$ cat src/rtl/ooo_pkg.sv
// ooo_pkg: datapath widths, ALU function encoding and the reservation
// station entry shared by the out-of-order issue path.
package ooo_pkg;

   localparam int WORD     = 32;
   localparam int ADDR_LEN = 32;
   localparam int TAG_W    = 4;

   typedef enum logic [3:0] {
      ALU_ADD  = 4'h0,
      ALU_SUB  = 4'h1,
      ALU_SLL  = 4'h2,
      ALU_SLT  = 4'h3,
      ALU_SLTU = 4'h4,
      ALU_XOR  = 4'h5,
      ALU_SRL  = 4'h6,
      ALU_SRA  = 4'h7,
      ALU_OR   = 4'h8,
      ALU_AND  = 4'h9
   } alu_func_e;

   typedef struct packed {
      logic             rdy;
      logic [TAG_W-1:0] tag;
      logic [WORD-1:0]  value;
   } rs_opnd_t;

   typedef struct packed {
      logic                valid;
      alu_func_e           func;
      rs_opnd_t            rs1;
      rs_opnd_t            rs2;
      logic [TAG_W-1:0]    dst_tag;
      logic [ADDR_LEN-1:0] pc;
   } rs_entry_t;

   // Capture a CDB broadcast into a still-pending operand.
   function automatic rs_opnd_t opnd_capture(
      input rs_opnd_t         o,
      input logic             cdb_v,
      input logic [TAG_W-1:0] cdb_t,
      input logic [WORD-1:0]  cdb_d
   );
      rs_opnd_t r;
      r = o;
      if (cdb_v && !o.rdy && (o.tag == cdb_t)) begin
         r.rdy   = 1'b1;
         r.value = cdb_d;
      end
      return r;
   endfunction

endpackage

$ cat src/rtl/rs_oldest_select.sv
// rs_oldest_select: age matrix and oldest-eligible picker.
// Ports: clk, reset, clr_i (flush), valid_i, alloc_i, free_i, elig_i in; grant_o (one-hot), found_o out.
module rs_oldest_select
   import ooo_pkg::*;
#(
   parameter int DEPTH = 4
) (
   input  logic             clk,
   input  logic             reset,
   input  logic             clr_i,
   input  logic [DEPTH-1:0] valid_i,
   input  logic [DEPTH-1:0] alloc_i,
   input  logic [DEPTH-1:0] free_i,
   input  logic [DEPTH-1:0] elig_i,
   output logic [DEPTH-1:0] grant_o,
   output logic             found_o
);

   // age_q[i][j] = 1 : entry i is older than entry j
   logic [DEPTH-1:0][DEPTH-1:0] age_q;
   logic [DEPTH-1:0][DEPTH-1:0] age_d;

   always_comb begin
      age_d = age_q;
      // A new entry is younger than every entry already resident.
      for (int k = 0; k < DEPTH; k++) begin
         if (alloc_i[k]) begin
            age_d[k] = '0;
            for (int i = 0; i < DEPTH; i++)
               age_d[i][k] = valid_i[i];
         end
      end
      for (int k = 0; k < DEPTH; k++) begin
         if (free_i[k]) begin
            age_d[k] = '0;
            for (int i = 0; i < DEPTH; i++)
               age_d[i][k] = 1'b0;
         end
      end
   end

   // An eligible entry wins unless some other eligible entry is older.
   always_comb begin
      grant_o = '0;
      for (int i = 0; i < DEPTH; i++) begin
         grant_o[i] = elig_i[i];
         for (int j = 0; j < DEPTH; j++)
            if (elig_i[j] && age_q[j][i])
               grant_o[i] = 1'b0;
      end
   end

   assign found_o = |elig_i;

   always_ff @(posedge clk) begin
      if (reset || clr_i)
         age_q <= '0;
      else
         age_q <= age_d;
   end

endmodule

$ cat src/rtl/issue_scheduler.sv
// issue_scheduler: reservation station with CDB wakeup and oldest-first issue.
// Ports: dispatch (disp_*), CDB (cdb_*), registered issue port (iss_*); optional flush with ISSUE_SCHED_FLUSH_EN.
module issue_scheduler
   import ooo_pkg::*;
#(
   parameter int DEPTH = 4
) (
   input  logic                clk,
   input  logic                reset,
`ifdef ISSUE_SCHED_FLUSH_EN
   input  logic                flush,
`endif
   input  logic                disp_valid,
   output logic                disp_ready,
   input  logic [3:0]          disp_alu_func,
   input  logic [WORD-1:0]     disp_rs1_value,
   input  logic [WORD-1:0]     disp_rs2_value,
   input  logic [TAG_W-1:0]    disp_rs1_tag,
   input  logic [TAG_W-1:0]    disp_rs2_tag,
   input  logic                disp_rs1_rdy,
   input  logic                disp_rs2_rdy,
   input  logic [TAG_W-1:0]    disp_dst_tag,
   input  logic [ADDR_LEN-1:0] disp_pc,
   input  logic                cdb_valid,
   input  logic [TAG_W-1:0]    cdb_tag,
   input  logic [WORD-1:0]     cdb_value,
   output logic                iss_valid,
   input  logic                iss_ready,
   output logic [3:0]          iss_alu_func,
   output logic [WORD-1:0]     iss_rs1_value,
   output logic [WORD-1:0]     iss_rs2_value,
   output logic [TAG_W-1:0]    iss_dst_tag,
   output logic [ADDR_LEN-1:0] iss_pc
);

   rs_entry_t        ent_q [DEPTH];
   rs_entry_t        ent_d [DEPTH];
   rs_entry_t        new_ent;
   rs_entry_t        sel_ent;
   rs_entry_t        iss_q;
   logic [DEPTH-1:0] valid_vec;
   logic [DEPTH-1:0] elig_vec;
   logic [DEPTH-1:0] alloc_vec;
   logic [DEPTH-1:0] free_vec;
   logic [DEPTH-1:0] grant;
   logic             found;
   logic             disp_fire;
   logic             iss_load;
   logic             flush_w;

`ifdef ISSUE_SCHED_FLUSH_EN
   assign flush_w = flush;
`else
   assign flush_w = 1'b0;
`endif

   always_comb begin
      for (int i = 0; i < DEPTH; i++) begin
         valid_vec[i] = ent_q[i].valid;
         elig_vec[i]  = ent_q[i].valid
                      && ent_q[i].rs1.rdy
                      && ent_q[i].rs2.rdy;
      end
   end

   assign disp_ready = ~&valid_vec;
   assign disp_fire  = disp_valid && disp_ready && !flush_w;
   assign iss_load   = (!iss_q.valid || iss_ready) && found && !flush_w;
   assign free_vec   = grant & {DEPTH{iss_load}};

   // Lowest-index free slot; descending scan lets the lowest win.
   always_comb begin
      alloc_vec = '0;
      for (int i = DEPTH - 1; i >= 0; i--) begin
         if (!valid_vec[i]) begin
            alloc_vec    = '0;
            alloc_vec[i] = disp_fire;
         end
      end
   end

   always_comb begin
      new_ent.valid     = 1'b1;
      new_ent.func      = alu_func_e'(disp_alu_func);
      new_ent.rs1.rdy   = disp_rs1_rdy;
      new_ent.rs1.tag   = disp_rs1_tag;
      new_ent.rs1.value = disp_rs1_value;
      new_ent.rs2.rdy   = disp_rs2_rdy;
      new_ent.rs2.tag   = disp_rs2_tag;
      new_ent.rs2.value = disp_rs2_value;
      new_ent.dst_tag   = disp_dst_tag;
      new_ent.pc        = disp_pc;
      // same-cycle CDB bypass into the op being written
      new_ent.rs1 = opnd_capture(new_ent.rs1, cdb_valid, cdb_tag, cdb_value);
      new_ent.rs2 = opnd_capture(new_ent.rs2, cdb_valid, cdb_tag, cdb_value);
   end

   always_comb begin
      sel_ent = '0;
      for (int i = 0; i < DEPTH; i++)
         if (grant[i])
            sel_ent = ent_q[i];
   end

   always_comb begin
      for (int i = 0; i < DEPTH; i++) begin
         ent_d[i] = ent_q[i];
         if (ent_q[i].valid) begin
            ent_d[i].rs1 = opnd_capture(ent_q[i].rs1, cdb_valid, cdb_tag, cdb_value);
            ent_d[i].rs2 = opnd_capture(ent_q[i].rs2, cdb_valid, cdb_tag, cdb_value);
         end
         if (free_vec[i])
            ent_d[i].valid = 1'b0;
         if (alloc_vec[i])
            ent_d[i] = new_ent;
         if (flush_w)
            ent_d[i].valid = 1'b0;
      end
   end

   always_ff @(posedge clk) begin
      for (int i = 0; i < DEPTH; i++) begin
         if (reset)
            ent_q[i] <= '0;
         else
            ent_q[i] <= ent_d[i];
      end
   end

   rs_oldest_select #(
      .DEPTH (DEPTH)
   ) u_sel (
      .clk     (clk),
      .reset   (reset),
      .clr_i   (flush_w),
      .valid_i (valid_vec),
      .alloc_i (alloc_vec),
      .free_i  (free_vec),
      .elig_i  (elig_vec),
      .grant_o (grant),
      .found_o (found)
   );

   // Output register; iss_q.valid doubles as iss_valid.
   always_ff @(posedge clk) begin
      if (reset || flush_w)
         iss_q <= '0;
      else if (iss_load)
         iss_q <= sel_ent;
      else if (iss_ready)
         iss_q.valid <= 1'b0;
   end

   assign iss_valid     = iss_q.valid;
   assign iss_alu_func  = iss_q.func;
   assign iss_rs1_value = iss_q.rs1.value;
   assign iss_rs2_value = iss_q.rs2.value;
   assign iss_dst_tag   = iss_q.dst_tag;
   assign iss_pc        = iss_q.pc;

endmodule

$ cat config.mk
export PLATFORM = sky130hd
export DESIGN_NAME = issue_scheduler
export DESIGN_NICKNAME = d
export VERILOG_FILES = /design/src/rtl/ooo_pkg.sv /design/src/rtl/rs_oldest_select.sv /design/src/rtl/issue_scheduler.sv
export SDC_FILE = /design/constraint.sdc
export NUM_CORES = 2
export LEC_CHECK = 0
export BUFFER_PORTS_ARGS = -buffer_cell sky130_fd_sc_hd__buf_2
export CAP_MARGIN = 15
export CORE_MARGIN = 3
export CORE_UTILIZATION = 38
export CTS_CLUSTER_DIAMETER = 40
export DETAILED_ROUTE_END_ITERATION = 7
export GPL_ROUTABILITY_DRIVEN = 0
export PLACE_DENSITY = 0.53
export SLEW_MARGIN = 20
export SYNTH_ARGS = -nofsm -noshare
export SYNTH_HDL_FRONTEND = slang
export SYNTH_SLANG_ARGS = --single-unit
export TNS_END_PERCENT = 10
$ cat constraint.sdc
create_clock -name clk -period 6.4 [get_ports clk]
set_input_delay 0.64 -clock clk [delete_from_list [all_inputs] [get_ports clk]]
set_output_delay 0.64 -clock clk [all_outputs]
set_load 0.02 [all_outputs]
-- Word-level counts from Yosys, hierarchy flattened
Memory sizes are Yosys's and may differ from the RTL's.
Index checks and enable logic that the tools add are counted.
- bits of input ports: 155
- register bits after elaboration: 121
- word-level logic and storage cells: 198
- bits in writable memories: 460
- memories: 1
- memories (name ; depth ; width ; read ports ; clocked after Yosys merged registers in ; wr ports ; RTL line ; text):
    ent_q ; 4 ; 115 ; 4 ; 0 ; 4 ; issue_scheduler.sv:36 ; rs_entry_t ent_q [DEPTH];
- reduce and logical (&&, ||, !) cells: 84
- eq/ne operators: 10
- bitwise logic cells: 5
- muxes and demuxes: 76
- operators with widths (operator ; count):
    $mux 115 ; 12
    $mux 32 ; 10
    $mux 74 ; 4
    $logic_and 1x1->1 ; 46
    $mux 1 ; 43
    $eq 4x4->1 ; 10
    $reduce_or 4->1 ; 7
    $mux 4 ; 6
    $reduce_or 3->1 ; 6
    $reduce_bool 2->1 ; 7
    $logic_not 1->1 ; 12
    $reduce_or 2->1 ; 4
    $mux 5 ; 1
    $and 4x4->4 ; 1
    $or 1x1->1 ; 4
    $reduce_and 4->1 ; 1
    $logic_or 1x1->1 ; 1

-- Depth between registers and ports, before layout
An unclocked memory read counts as a cell.
- word-level depth: 13
- gate-level depth with buffers: 9

-- Modules after synthesis
A second synthesis with hierarchy kept.
- cells, all modules: 3256
- area total of the unflattened synthesis: 25848.5 um2
- modules (own cells, without submodules) (module ; cells each ; area an instance (um2) ; instances):
    issue_scheduler ; 3181 ; 25060.3 ; 1
    rs_oldest_select ; 75 ; 788.3 ; 1

-- Least setup slack after synthesis
Ideal clock, no wire load.
- path type: input-to-reg
- from: in cdb_tag[1]
- to: mem ent_q[0][100] (netlist bit)
- library setup time: 0.127 ns
- setup slack: 4.087 ns
- data required time: 6.273 ns
- stages: 7
- arrival time: 2.186 ns
- cells stage by stage: buf_2 > buf_2 > o221a_2 > a31oi_1 > buf_2 > mux2i_1 > o2bb2ai_1
- RTL lines (item ; RTL line ; text):
    from (decl) ; issue_scheduler.sv:25 ; input logic [TAG_W-1:0] cdb_tag,
    to (decl) ; issue_scheduler.sv:36 ;

==> results <==
- The run finished with clean final reports.
- The die outline height is 260 µm.
- The number of distinct standard cells referenced by the synthesized netlist is 47.
- The count of max-cap constraint violations is 0.
- The worst hold path was traced through 3 stages.
- The synthesized instance count is 2813.
- The data required time at the worst endpoint is 6.95 ns.
- The post-CTS clock slew at the launch and capture registers of the worst setup and hold paths is 0.06 ns.
- The number of clock buffers inserted by TritonCTS is 103.
- For this run, the leading register cell type out of synthesis is sky130_fd_sc_hd__dfxtp_1.
- Based on the critical path, the design can be clocked at up to 306 MHz.
- The signed area change from the synthesized netlist to the final layout is 22.8%.
- For this configuration, the core starts out at a cell density of 38.6%.
- Input and output buffers added on the ports amount to 260.
- The detailed router finished its first iteration with 2120 violations.
- The via count of the first global-routing pass is 23.2k.
- The post-synthesis cell type with the largest combined area is sky130_fd_sc_hd__dfxtp_1.
- Before antenna repair, the detailed router went through 8 iterations.
- The final-layout setup total negative slack is 0 ns.
- In this run the worst setup path begins at ent_q[0][114].
- The count of cells resized by post-cts repair is 0.
- The core box area is 0.0634 mm².
- The die width is 260 µm.
- The remaining max-slew budget at the tightest pin is 23.6%.
- The transition time at the pin with the least slew margin is 1.15 ns.
- The count of antenna-violating nets left after detailed routing is 0.
- The die footprint is 0.0675 mm².
- Cells with a size suffix above 1 make up 17.6% of the layout.
- The clock tree from TritonCTS is done.
- Synthesis produced a netlist with a net count of 2968.
- For flop-to-flop paths, the worst setup slack is 3.13 ns.
- The worst setup path is launched from a flop.
- The deepest level of the CTS H-tree is 3.
- The average routed wire per standard cell is 24.6 µm.
- Walking the worst path, the cells encountered are and3_1 -> a2111oi_4 -> buf_4 -> buf_4 -> a221oi_1 -> o22ai_1.
- The total via count in the routed design is 23.8k.
- Along the worst path, the maximum fanout reaches 60.
- The critical path arrival is 3.82 ns.
- In this run, synthesis inferred 0 flip-flops with an integrated enable.
- The overall fraction of global-route tracks in use is 27.2%.
- CTS placed an instance of sky130_fd_sc_hd__clkbuf_16 at the clock tree root.
- The cell repeated most along the worst path is sky130_fd_sc_hd__buf_4.
- The master of the slowest instance on the critical path is sky130_fd_sc_hd__buf_4.
- The worst hold-check path type is input port to flop.
- Fill cells in the final layout number 6027.
- The startpoint identified for the worst register-to-register timing path is ent_q[0][114].
- The path with the worst hold slack has its endpoint at ent_q[2][23].
- During synthesis, Yosys emitted a total of 0 warnings.
- The start point of the worst hold path is disp_pc[23].
- The number of failing setup endpoints in the final timing report is 0.
- The number of primary I/O pins is 261.
- The post-detailed-route DRC marker count is 0.
- The logic depth of the worst register-to-register path is 6.
- The maximum number of pins on one net before global-route repair is 200.
- The post-layout net count is 3098.
- After synthesis the cells add up to 0.0245 mm².
- The critical path capture point type is a flop.
- The worst path in the final design needs a cycle of 3.27 ns, including I/O delays and setup.
- The leakage power total is 10.8 nW.
- In this design, the stage delay of the slowest critical-path cell is 0.87 ns.
- The final-report hold violation count is 0.
- The core occupancy in the finished layout is 47.4%.
- Power spread over the standard cell area amounts to 330 mW/mm².
- The worst setup skew after layout is 0.0376 ns.
- The later pin in the worst-skew pair is clocked with a latency of 0.65 ns.
- The number of cell rows is 92.
- The clock passes through at most 3 buffers.
- The fraction of registers with async set or reset after synthesis is 0%.
- The number of sinks driven by the clock tree is 581.
- The number of setup buffers added after CTS is 0.
- The buffer and inverter count on the worst path is 2.
- The max-slew violation count is 0.
- The start-to-end type of the worst setup path is flop to flop.
- Dividing the final minimum period by the clock period gives 51.1%.
- In the post-synthesis netlist, the biggest area contributors are sky130_fd_sc_hd__dfxtp_1 47%, sky130_fd_sc_hd__a21oi_1 8.9%, sky130_fd_sc_hd__nand2_1 6.1%, sky130_fd_sc_hd__mux2i_1 5.4%, sky130_fd_sc_hd__o2bb2ai_1 4.6%.
- The synthesized design devotes to its leading area cell type 47.5% of total area.
- Once detailed placement completed, the half-perimeter wirelength came to 52000 µm.
- VDD sags by at most 0.204 mV.
- In this run the critical register-to-register path is captured at iss_rs2_value[26].
- The wire length of the first global-routing pass is 143000 µm.
- The residual overflow from global routing is 0.
- The flop and latch count out of synthesis is 581.
- The sum of routed wire length over all layers is 95500 µm.
- Dividing the detail-routed via count by the number of cells gives 6.11.
- The initial antenna violation count is 14.
- Setup repair after global routing left no endpoint under its margin.
- The count of hold-fix buffers inserted at cts is 0.
- The cell class contributing the biggest share of worst-path delay is buffers and inverters.
- The average instance area after synthesis is 8.71 µm².
- Sequential cells were found to cover 47.5% of the synthesized design area.
==> cells in the mapped netlist, types with 9 or more instances <==
| cell type | number |
|---|---|
| sky130_fd_sc_hd__nor3_1 | 15 |
| sky130_fd_sc_hd__xnor2_1 | 20 |
| sky130_fd_sc_hd__a21oi_1 | 434 |
| sky130_fd_sc_hd__a221oi_1 | 108 |
| sky130_fd_sc_hd__o21ai_0 | 215 |
| sky130_fd_sc_hd__nor2_1 | 16 |
| sky130_fd_sc_hd__o2bb2ai_1 | 129 |
| sky130_fd_sc_hd__nand2b_1 | 12 |
| sky130_fd_sc_hd__xor2_1 | 16 |
| sky130_fd_sc_hd__dfxtp_1 | 581 |
| sky130_fd_sc_hd__mux2i_1 | 131 |
| sky130_fd_sc_hd__inv_1 | 9 |
| sky130_fd_sc_hd__nand2_1 | 398 |
| sky130_fd_sc_hd__buf_2 | 28 |
| sky130_fd_sc_hd__clkbuf_1 | 240 |
| sky130_fd_sc_hd__o22ai_1 | 104 |
| sky130_fd_sc_hd__a22oi_1 | 128 |
| sky130_fd_sc_hd__buf_1 | 16 |
| sky130_fd_sc_hd__o21ai_1 | 21 |
| sky130_fd_sc_hd__and3_1 | 112 |
| sky130_fd_sc_hd__a31oi_1 | 10 |
==> worst reg2reg max path, delay by kind of cell, from the launching register on <==
family,cells,cell delay (ns)
buffers and inverters,2,1.55
DFF,1,0.43
and+or+nand+nor,1,0.30
AOI/OAI and AO/OA,3,0.89
==> metrics by stage <==
stage | total power [mW] | hold WS [ns] | cells | setup slack [ns] | area [µm²]
after global routing | 10.2 | 0.238 | 3882 | 3.01 | 30100
after global placement | 4.37 | 0.437 | 3683 | 3.19 | 26400
after CTS | 9.98 | 0.219 | 3875 | 3.17 | 30000
after detailed placement | 4.39 | 0.442 | 3684 | 3.24 | 26500
final | 9.91 | 0.252 | 3887 | 3.13 | 30100
after floorplan | 4.14 | 0.432 | 2813 | 4.09 | 24500
==> cell type report <==
type,instances,area [µm²],area share [%]
clock buffers,127,2840,9.44
flip-flops and latches,581,11600,38.7
clock inverters,64,744,2.48
repair buffers,309,1740,5.78
well taps,846,1060,3.52
inverters,9,33.8,0.112
multi-input cells,1939,12000,39.9
diodes,12,30.0,0.0999
==> power breakdown <==
part / switching (mW) / leakage (nW) / internal (mW)
Combinational: 0.379 / 4.32 / 0.174
Clock: 2.01 / 1.75 / 3.58
Sequential: 0.0539 / 4.71 / 3.72
==> state kept, by name, summed over array words and instances (netlist names) <==
| register | cells |
|---|---|
| u_sel.age_q | 16 |
| ent_q | 460 |
| iss_rs1_value | 32 |
| iss_valid | 1 |
| iss_rs2_value | 32 |
| iss_alu_func | 4 |
| iss_pc | 32 |
| iss_dst_tag | 4 |
==> worst max path at each step <==
| stage | cells after the start | endpoint |
|---|---|---|
| 3_3_place_gp | 6 | iss_rs1_value[31] |
| 5_1_grt | 7 | iss_rs2_value[25] |
| 6_report | 6 | iss_rs2_value[26] |
| 4_1_cts | 7 | iss_rs2_value[25] |
| 2_1_floorplan | 7 | ent_q[0][100] |
| 3_5_place_dp | 7 | ent_q[3][52] |
==> cells in the final DEF, fill, tap and decap left out, types with 5 or more instances in the layout <==
master,count
sky130_fd_sc_hd__inv_6,13
sky130_fd_sc_hd__mux2i_1,131
sky130_fd_sc_hd__xor2_1,16
sky130_fd_sc_hd__nand2_1,397
sky130_fd_sc_hd__buf_2,259
sky130_fd_sc_hd__nand4_1,7
sky130_fd_sc_hd__nand2b_1,11
sky130_fd_sc_hd__inv_1,9
sky130_fd_sc_hd__o2bb2ai_1,129
sky130_fd_sc_hd__o22ai_1,104
sky130_fd_sc_hd__o21ai_1,21
sky130_fd_sc_hd__xnor2_1,20
sky130_fd_sc_hd__clkbuf_16,104
sky130_fd_sc_hd__nand3_1,7
sky130_fd_sc_hd__nor2_1,10
sky130_fd_sc_hd__a211oi_1,5
sky130_fd_sc_hd__a22oi_1,128
sky130_fd_sc_hd__bufinv_16,10
sky130_fd_sc_hd__a31oi_4,8
sky130_fd_sc_hd__diode_2,12
sky130_fd_sc_hd__and3_1,112
sky130_fd_sc_hd__clkinv_4,12
sky130_fd_sc_hd__clkbuf_8,15
sky130_fd_sc_hd__a221oi_1,108
sky130_fd_sc_hd__buf_4,44
sky130_fd_sc_hd__clkbuf_1,8
sky130_fd_sc_hd__o21ai_0,215
sky130_fd_sc_hd__dfxtp_1,581
sky130_fd_sc_hd__clkinv_2,16
sky130_fd_sc_hd__clkinvlp_4,9
sky130_fd_sc_hd__nor3_1,12
sky130_fd_sc_hd__a21oi_1,431
==> routing by layer <==
layer  routed length (µm)  track usage, %
met4                 3130            11.4
met1                39400            35.8
met2                44100            43.3
met3                 8830            5.67
met5                   22               0
==> cells by family (layout without fill, tap and decap cells) <==
| family | after synthesis | in the layout | share of synthesized area, % |
|---|---|---|---|
| buffers and inverters | 293 | 509 | 4.63 |
| other | 0 | 12 | 0 |
| XOR/XNOR | 36 | 36 | 1.29 |
| AO/OA/AOI/OAI | 1178 | 1178 | 30.2 |
| AND/OR/NAND/NOR | 594 | 594 | 11.0 |
| multiplexers | 131 | 131 | 5.35 |
| flip-flops | 581 | 581 | 47.5 |
(Power assumes the default switching activity.)
